===== src/rtl/hazard_stall_controller_if.sv =====
// Bundle of pipeline-side signals for the hazard/stall controller.
// master: the pipeline stages driving decode/dest info; slave: the controller.
interface hazard_stall_controller_if #(
    parameter int unsigned REG_ADDR_W = 4,
    parameter int unsigned CNT_W      = 16
);
    logic                  en_forwarding;
    logic                  ID_valid;
    logic [REG_ADDR_W-1:0] ID_src1;
    logic [REG_ADDR_W-1:0] ID_src2;
    logic                  ID_two_src;
    logic                  EXE_wb_en;
    logic                  EXE_mem_read;
    logic [REG_ADDR_W-1:0] EXE_dst;
    logic                  MEM_wb_en;
    logic [REG_ADDR_W-1:0] MEM_dst;
    logic                  mem_req;
    logic                  hazard_stall;
    logic                  mem_stall;
    logic                  mem_ready;
    logic [CNT_W-1:0]      stall_count;

    modport master (
        output en_forwarding, ID_valid, ID_src1, ID_src2, ID_two_src,
        output EXE_wb_en, EXE_mem_read, EXE_dst, MEM_wb_en, MEM_dst, mem_req,
        input  hazard_stall, mem_stall, mem_ready, stall_count
    );

    modport slave (
        input  en_forwarding, ID_valid, ID_src1, ID_src2, ID_two_src,
        input  EXE_wb_en, EXE_mem_read, EXE_dst, MEM_wb_en, MEM_dst, mem_req,
        output hazard_stall, mem_stall, mem_ready, stall_count
    );
endinterface


===== src/rtl/hazard_stall_controller.sv =====
// Hazard/stall controller: RAW hazard detection in ID, SRAM wait FSM that
// freezes the whole pipeline, and a saturating stalled-cycle counter.
module hazard_stall_controller #(
    parameter int unsigned REG_ADDR_W = 4,
    parameter int unsigned SRAM_WAIT  = 6,
    parameter int unsigned CNT_W      = 16
) (
    input logic                      clk,
    input logic                      rst,
    hazard_stall_controller_if.slave bus
);
    // Wait counter only ever holds SRAM_WAIT-2; keep at least one bit.
    localparam int unsigned WaitW = (SRAM_WAIT > 2) ? $clog2(SRAM_WAIT - 1) : 1;

    typedef enum logic [1:0] {
        StIdle,
        StWait,
        StDone
    } state_e;

    state_e                state_q, state_d;
    logic [WaitW-1:0]      cnt_q, cnt_d;
    logic [CNT_W-1:0]      stall_count_q, stall_count_d;

    logic [REG_ADDR_W-1:0] src1, src2, exe_dst, mem_dst;
    logic                  m1x, m2x, m1m, m2m;
    logic                  hazard_raw;
    logic                  mem_stall;
    logic                  hazard_stall;

    assign src1    = bus.ID_src1;
    assign src2    = bus.ID_src2;
    assign exe_dst = bus.EXE_dst;
    assign mem_dst = bus.MEM_dst;

    // Source/destination match terms and the forwarding-aware hazard decision.
    always_comb begin
        m1x = (src1 == exe_dst) && bus.EXE_wb_en;
        m2x = bus.ID_two_src && (src2 == exe_dst) && bus.EXE_wb_en;
        m1m = (src1 == mem_dst) && bus.MEM_wb_en;
        m2m = bus.ID_two_src && (src2 == mem_dst) && bus.MEM_wb_en;
        if (bus.en_forwarding) begin
            // Only load-use cannot be bypassed; MEM results are always forwardable.
            hazard_raw = bus.ID_valid && bus.EXE_mem_read && (m1x || m2x);
        end else begin
            hazard_raw = bus.ID_valid && (m1x || m2x || m1m || m2m);
        end
    end

    assign mem_stall    = (state_q == StWait);
    // A frozen pipeline makes the hazard moot; it is re-evaluated after release.
    assign hazard_stall = hazard_raw && !mem_stall;

    assign bus.hazard_stall = hazard_stall;
    assign bus.mem_stall    = mem_stall;
    assign bus.mem_ready    = (state_q == StDone);
    assign bus.stall_count  = stall_count_q;

    // SRAM access FSM: requests are only accepted in idle, never queued.
    always_comb begin
        state_d = state_q;
        cnt_d   = cnt_q;
        unique case (state_q)
            StIdle: begin
                if (bus.mem_req) begin
                    state_d = StWait;
                    cnt_d   = WaitW'(SRAM_WAIT - 2);
                end
            end
            StWait: begin
                if (cnt_q == '0) begin
                    state_d = StDone;
                end else begin
                    cnt_d = cnt_q - WaitW'(1);
                end
            end
            StDone: begin
                state_d = StIdle;
            end
            default: begin
                state_d = StIdle;
            end
        endcase
    end

    // Saturating count of cycles in which any stall is active.
    always_comb begin
        stall_count_d = stall_count_q;
        if ((hazard_stall || mem_stall) && (stall_count_q != '1)) begin
            stall_count_d = stall_count_q + CNT_W'(1);
        end
    end

    // State registers; reset abandons any in-flight access.
    always_ff @(posedge clk or posedge rst) begin
        if (rst) begin
            state_q       <= StIdle;
            cnt_q         <= '0;
            stall_count_q <= '0;
        end else begin
            state_q       <= state_d;
            cnt_q         <= cnt_d;
            stall_count_q <= stall_count_d;
        end
    end
endmodule


===== src/flat_wrapper.sv =====
// flat-port wrapper written by rule: the top's interface ports become plain ports
module hazard_stall_controller_flat 
#(
    parameter int unsigned REG_ADDR_W = 4,
    parameter int unsigned SRAM_WAIT  = 6,
    parameter int unsigned CNT_W      = 16
)
  (clk, rst, bus_en_forwarding, bus_ID_valid, bus_ID_src1, bus_ID_src2, bus_ID_two_src, bus_EXE_wb_en, bus_EXE_mem_read, bus_EXE_dst, bus_MEM_wb_en, bus_MEM_dst, bus_mem_req, bus_hazard_stall, bus_mem_stall, bus_mem_ready, bus_stall_count);
  hazard_stall_controller_if #(.REG_ADDR_W(REG_ADDR_W), .CNT_W(CNT_W)) bus_i ();
  input logic clk;
  input logic rst;
  input wire logic [$bits(bus_i.en_forwarding)-1:0] bus_en_forwarding;
  input wire logic [$bits(bus_i.ID_valid)-1:0] bus_ID_valid;
  input wire logic [$bits(bus_i.ID_src1)-1:0] bus_ID_src1;
  input wire logic [$bits(bus_i.ID_src2)-1:0] bus_ID_src2;
  input wire logic [$bits(bus_i.ID_two_src)-1:0] bus_ID_two_src;
  input wire logic [$bits(bus_i.EXE_wb_en)-1:0] bus_EXE_wb_en;
  input wire logic [$bits(bus_i.EXE_mem_read)-1:0] bus_EXE_mem_read;
  input wire logic [$bits(bus_i.EXE_dst)-1:0] bus_EXE_dst;
  input wire logic [$bits(bus_i.MEM_wb_en)-1:0] bus_MEM_wb_en;
  input wire logic [$bits(bus_i.MEM_dst)-1:0] bus_MEM_dst;
  input wire logic [$bits(bus_i.mem_req)-1:0] bus_mem_req;
  output wire logic [$bits(bus_i.hazard_stall)-1:0] bus_hazard_stall;
  output wire logic [$bits(bus_i.mem_stall)-1:0] bus_mem_stall;
  output wire logic [$bits(bus_i.mem_ready)-1:0] bus_mem_ready;
  output wire logic [$bits(bus_i.stall_count)-1:0] bus_stall_count;
  assign bus_i.en_forwarding = bus_en_forwarding;
  assign bus_i.ID_valid = bus_ID_valid;
  assign bus_i.ID_src1 = bus_ID_src1;
  assign bus_i.ID_src2 = bus_ID_src2;
  assign bus_i.ID_two_src = bus_ID_two_src;
  assign bus_i.EXE_wb_en = bus_EXE_wb_en;
  assign bus_i.EXE_mem_read = bus_EXE_mem_read;
  assign bus_i.EXE_dst = bus_EXE_dst;
  assign bus_i.MEM_wb_en = bus_MEM_wb_en;
  assign bus_i.MEM_dst = bus_MEM_dst;
  assign bus_i.mem_req = bus_mem_req;
  assign bus_hazard_stall = bus_i.hazard_stall;
  assign bus_mem_stall = bus_i.mem_stall;
  assign bus_mem_ready = bus_i.mem_ready;
  assign bus_stall_count = bus_i.stall_count;
  hazard_stall_controller #(.REG_ADDR_W(REG_ADDR_W), .SRAM_WAIT(SRAM_WAIT), .CNT_W(CNT_W)) u_core (.clk(clk), .rst(rst), .bus(bus_i));
endmodule

===== config.mk =====
export PLATFORM = sky130hd
export DESIGN_NAME = hazard_stall_controller_flat
export DESIGN_NICKNAME = d
export VERILOG_FILES = /design/src/rtl/hazard_stall_controller_if.sv /design/src/rtl/hazard_stall_controller.sv /design/src/flat_wrapper.sv
export SDC_FILE = /design/constraint.sdc
export NUM_CORES = 1
export LEC_CHECK = 0
export ABC_AREA = 1
export ABC_CLOCK_PERIOD_IN_PS = 2300
export CORE_UTILIZATION = 47
export CTS_BUF_LIST = sky130_fd_sc_hd__clkbuf_16
export CTS_CLUSTER_SIZE = 20
export DETAILED_ROUTE_END_ITERATION = 10
export GPL_ROUTABILITY_DRIVEN = 0
export GPL_TIMING_DRIVEN = 0
export HOLD_SLACK_MARGIN = 0.12
export PLACE_DENSITY = 0.83
export SKIP_LAST_GASP = 1
export SYNTH_ARGS = -nofsm -noshare
export SYNTH_HDL_FRONTEND = slang
export SYNTH_SLANG_ARGS = --single-unit
export TNS_END_PERCENT = 5

===== constraint.sdc =====
create_clock -name clk -period 2.3 [get_ports clk]
set_clock_uncertainty 0.15 [all_clocks]
set_input_delay 0.23 -clock clk [delete_from_list [all_inputs] [get_ports clk]]
set_output_delay 0.23 -clock clk [all_outputs]
set_load 0.02 [all_outputs]

After elaboration in Yosys (flattened, before gate mapping)

Index checks and enable logic that the tools add are counted.

Add/sub/neg operators: 2
Eq/ne operators: 10
Mux-type cells: 7
Reduce and logical (&&, ||, !) cells: 21

Operator list:

| kind                  | number |
|---|---|
| $add 16x1->16 const B | 1 |
| $eq 4x4->1            | 4 |
| $ne 16x16->1 const B  | 1 |
| $logic_and 1x1->1     | 11 |
| $mux 3                | 2 |
| $ne 2x2->1 const B    | 3 |
| $pmux 3 s2            | 1 |
| $logic_or 1x1->1      | 4 |
| $mux 2                | 2 |
| $pmux 2 s2            | 1 |
| $logic_not 3->1       | 1 |
| $reduce_and 3->1      | 1 |
| $sub 3x1->3 const B   | 1 |
| $eq 2x1->1 const B    | 1 |
| $eq 2x2->1 const B    | 1 |
| $logic_not 2->1       | 1 |
| $reduce_and 2->1      | 1 |
| $reduce_bool 2->1     | 1 |
| $logic_not 1->1       | 1 |
| $mux 1                | 1 |

Register bits after elaboration: 21
Bits of input ports: 25
Logic and storage cells: 43

Longest topological paths before layout

Depth in word-level cells: 11
Mapped depth: 14

Least setup slack after synthesis

OpenSTA, ideal clock, no wires.

Kind: flip-flop to flip-flop
From: register u_core.stall_count_q[0], in the netlist u_core.bus.stall_count[0]
To: register u_core.stall_count_q[2], in the netlist u_core.bus.stall_count[2]
Arrival time: 1.571 ns
Data required time: 2.032 ns
Slack: 0.461 ns
Stages on the path, launching flop included: 10
Path buffers: 1
Period minus slack after synthesis: 1.839 ns
Cell sequence: dfrtp_1 ha_1 nand3_2 nor3_2 nand4_1 nor2_2 inv_2 buf_2 nand3_1 nand2_1

Cells in the longest elaborated chain, start to end: 2

RTL lines:

| element                                               | line                           | RTL |
|---|---|---|
| start: declaration                                    | hazard_stall_controller.sv:23  | `logic [CNT_W-1:0] stall_count_q, stall_count_d;` |
| start signal: assignment                              | hazard_stall_controller.sv:103 | `stall_count_q <= stall_count_d;` |
| branches (longest 2 deep; another with $add 16x1->16) | --                             |  |

Several ways; the timed one is not identified.
A chain may end at the register's enable or synchronous reset.

Worst setup path in the final report

From: input bus_MEM_dst[3]
To: output bus_hazard_stall

Cells in the longest elaborated chain, start to end: 7

RTL lines:

| element                                               | line                                                         | RTL |
|---|---|---|
| start: declaration                                    | flat_wrapper.sv:21                                           | `input wire logic [$bits(bus_i.MEM_dst)-1:0] bus_MEM_dst;` |
| $eq 4x4->1, on equally long branches                  | hazard_stall_controller.sv:40, hazard_stall_controller.sv:41 |  |
| $logic_and 1x1->1, on equally long branches           | hazard_stall_controller.sv:40, hazard_stall_controller.sv:41 |  |
| $logic_or 1x1->1 or $logic_and 1x1->1 (tied branches) | hazard_stall_controller.sv:46, hazard_stall_controller.sv:41 |  |
| $logic_or 1x1->1 *                                    | hazard_stall_controller.sv:46                                | `hazard_raw = bus.ID_valid && (m1x \|\| m2x \|\| m1m \|\| m2m);` |
| $logic_and 1x1->1 *                                   | hazard_stall_controller.sv:46                                |  |
| $mux 1 *                                              | hazard_stall_controller.sv:42                                | `if (bus.en_forwarding) begin` |
| $logic_and 1x1->1 *                                   | hazard_stall_controller.sv:52                                | `assign hazard_stall = hazard_raw && !mem_stall;` |
| end: declaration                                      | flat_wrapper.sv:23                                           | `output wire logic [$bits(bus_i.hazard_stall)-1:0] bus_hazard_stall;` |

Every way passes the cells marked *; elsewhere a longest branch is shown, timed or not.

==> metrics.csv <==
metric,value,unit
clock power share,21.7,%
Inserted Clock Buffers,3,
"Clk Latency, worst-skew pair",0.25,ns
Worst-path clk slew,0.06,ns
n_diodes,0,
Worst R2R Path Depth,9,
crit-path cells,"clkdlybuf4s50_1, inv_1, nand2_1, nand2_1, nor2_1, nand2_1, nand2_1, nand2_1, nand2_1, nand2_1, nor2_1, clkbuf_2",
mux share of post-synthesis cell area,0,%
Tmin final,2.052,ns
syn_nets,256,
CTS tree,yes,
combinational power share,46.1,%
"area leader, netlist",dfrtp_1,
synth top area cells,"dfrtp_1 34%, nand2_1 20%, xor2_1 8.0%",
Layout area overhead,36.66,%
H-tree depth,1,
crit path kind,in -> out,
Reg power frac,32.1,%
max-cap violations,0,
final worst slack,0.2476,ns
HP Class,in -> async,
Yosys top cell area share,34.37,%
R2R setup slack,0.35,ns
RSZ-0062 raised after global routing,false,
root buf cell,clkbuf_16,
Adder-Cell Fraction of Synth Area,2.455,%
unique cell type count in the Yosys netlist,22,
DP Wirelength,2.638,mm
status,"finished, final reports clean",
CP most frequent cell,nand2_1,
average size of a mapped cell,6.706,µm²
Routed WL,3.610,mm
compound-gate portion of the synthesized area,2.128,%
DRT Pass-1 Iters,4,
max-slew violation count,0,
mapped cell area,1529,µm²
drt wl/cell,11.32,µm
NetSw,679.8,µW
pre-CTS setup slack,-0.1977,ns
Switching Share,39.94,%
Max-slew headroom,47.93,%
fraction of layout cells with a size suffix above 1,5.091,%
port buffer count,43,
# setup viols final,0,
GRT Total Usage,22.81,%
period utilization,89.24,%
largest family of logic cells by synthesized area,simple AND/OR/NAND/NOR gates,
Seq cells post-synth,21,
via count,1546,
clock sinks,21,
P per Cell Area,814.5,nW/µm²
die height,59.04,µm
area post-placement,2014,µm²
sequential area share after synthesis,34.37,%
Cell Rows,20,
remaining antenna violation count,0,
Die Span X,59.04,µm
Post-Synth Simple-Gate Area,40.51,%
Fin Setup TNS,0,ns
vias in the first global route,1430,
first-pass GRT wire length,6.092,mm
Worst setup SP type,input port,
actual slew at the worst max-slew pin,0.7802,ns
VDD IR-drop max,0.0007106,V
initial DRC count,83,
largest net degree at the start of global routing,22,
WP buf/inv,3,
initial antenna violation count,0,
I/O pins,44,
Crit path largest cell delay,0.50,ns
Reg2Reg Launch Point,u_core.bus.stall_count[0],
cell internal pwr,1.022,mW
layout net count,304,
critical path depth in cells,12,
DIE AREA,3485,µm²
Initial Utilization,49.67,%
Worst path slowest cell,clkdlybuf4s50_1,
Syn Inst Count,228,
worst r2r dst,u_core.bus.stall_count[2],
WP data arrival,1.67,ns
Final Cell Area,2090,µm²
total of warnings raised by yosys,0,
Longest Clk Path Bufs,2,
Core Area,3078,µm²
Post-CTS Hold Fix Bufs,0,
final hold vios,0,
CP Capture Type,output pin,
grt total ovfl,0,
Crit path max-delay family,buffers and inverters,
Post-Synth XOR/XNOR Area,10.88,%
"Req. time, crit path",1.92,ns
Leak,1.041,nW
Vias/cell,4.846,
Max Fclk,0.4872,GHz
crit path max fanout,3,
DR DRC count,0,
Crit. Startpoint,bus_MEM_dst[3],
==> how the worst max path moves through the flow <==
| stage | endpoint | slack [ns] |
|---|---|---|
| after floorplan | u_core.bus.stall_count[2] | 0.46 |
| after global placement | bus_hazard_stall | -0.13 |
| after detailed placement | bus_hazard_stall | -0.20 |
| after CTS | bus_hazard_stall | 0.08 |
| after global routing | bus_hazard_stall | 0.10 |
| final | bus_hazard_stall | 0.25 |
==> state kept, by name, summed over array words and instances (netlist names) <==
name                    flops
u_core.cnt_q                3
u_core.bus.stall_count     16
u_core.state_q              2
==> cell usage in the layout, fill, tap and decap left out, drive strengths merged, types with 4 or more instances in the layout <==
cell type	count
nand3	25
o21ai	5
nand2	83
xor2	14
clkbuf	4
nor2	22
dfrtp	21
inv	33
nor3	8
clkdlybuf4s50	42
xnor2	5
==> metal layers <==
layer / part of all wire, % / global-route usage [%] / vias to the layer above
met3: 6.2 / 3.930 / 8
met5: 0 / 0 / -
met1: 46 / 31.56 / 683
li1: - / - / 802
met4: 1.9 / 9.184 / 0
met2: 46 / 35.55 / 53
==> power by group through the flow <==
| stage | clock network, mW | logic (mW) | registers (mW) |
|---|---|---|---|
| 6_report | 0.370 | 0.785 | 0.547 |
| 5_1_grt | 0.383 | 0.876 | 0.557 |
| 4_1_cts | 0.374 | 0.794 | 0.545 |
| 3_5_place_dp | 0 | 0.786 | 0.550 |
| 3_3_place_gp | 0 | 0.768 | 0.550 |
| 2_1_floorplan | 0 | 0.465 | 0.590 |
==> synthesized netlist by cell type <==
cell      count
xnor2_1       5
buf_2         1
inv_1        32
inv_2         1
nor4_1        1
nor2_2        1
nand3_2       1
a21boi_0      1
buf_6         1
nand2_1      81
xor2_1       14
nand4_1       3
ha_1          3
buf_4         1
dfrtp_1      21
nand2_4       2
nand3_1      24
nor2_1       21
nor3_2        1
nor3_1        7
nand3b_1      1
o21ai_0       5
==> through the flow <==
stage / instances / utilization (%) / total power, mW / hold slack (ns)
floorplan: 228 / - / 1.055 / 0.05653
global placement: 315 / 65.45 / 1.319 / 0.3184
detailed placement: 315 / 65.45 / 1.336 / 0.3077
CTS: 319 / 68.01 / 1.713 / 0.3042
global route: 319 / 67.89 / 1.817 / 0.3555
finish: 319 / 67.89 / 1.702 / 0.2666
==> cell families after synthesis <==
group           Yosys count
compound gates            6
buf+inv                  36
xor+xnor                 19
simple gates            143
flops                    21
fa+ha+maj                 3
==> layout make-up <==
cell class                 count  area [µm²]
sequential                    21       525.5
clock inverter                 1       5.005
tap                           44       55.05
fill                         272       988.4
clock buffer                   3       75.07
inverter                      33       123.9
timing repair buffer          43       425.4
multi-input combinational    171       855.8
buffer                         3       23.77
==> what timing repair did <==
item / CTS / global route
buffers inserted: 0 / 0
resized for setup: 1 / 2
pin swaps: 0 / 0
endpoints found under the setup margin: 1 / 1
No activity file was read; power rests on OpenSTA's default activity.
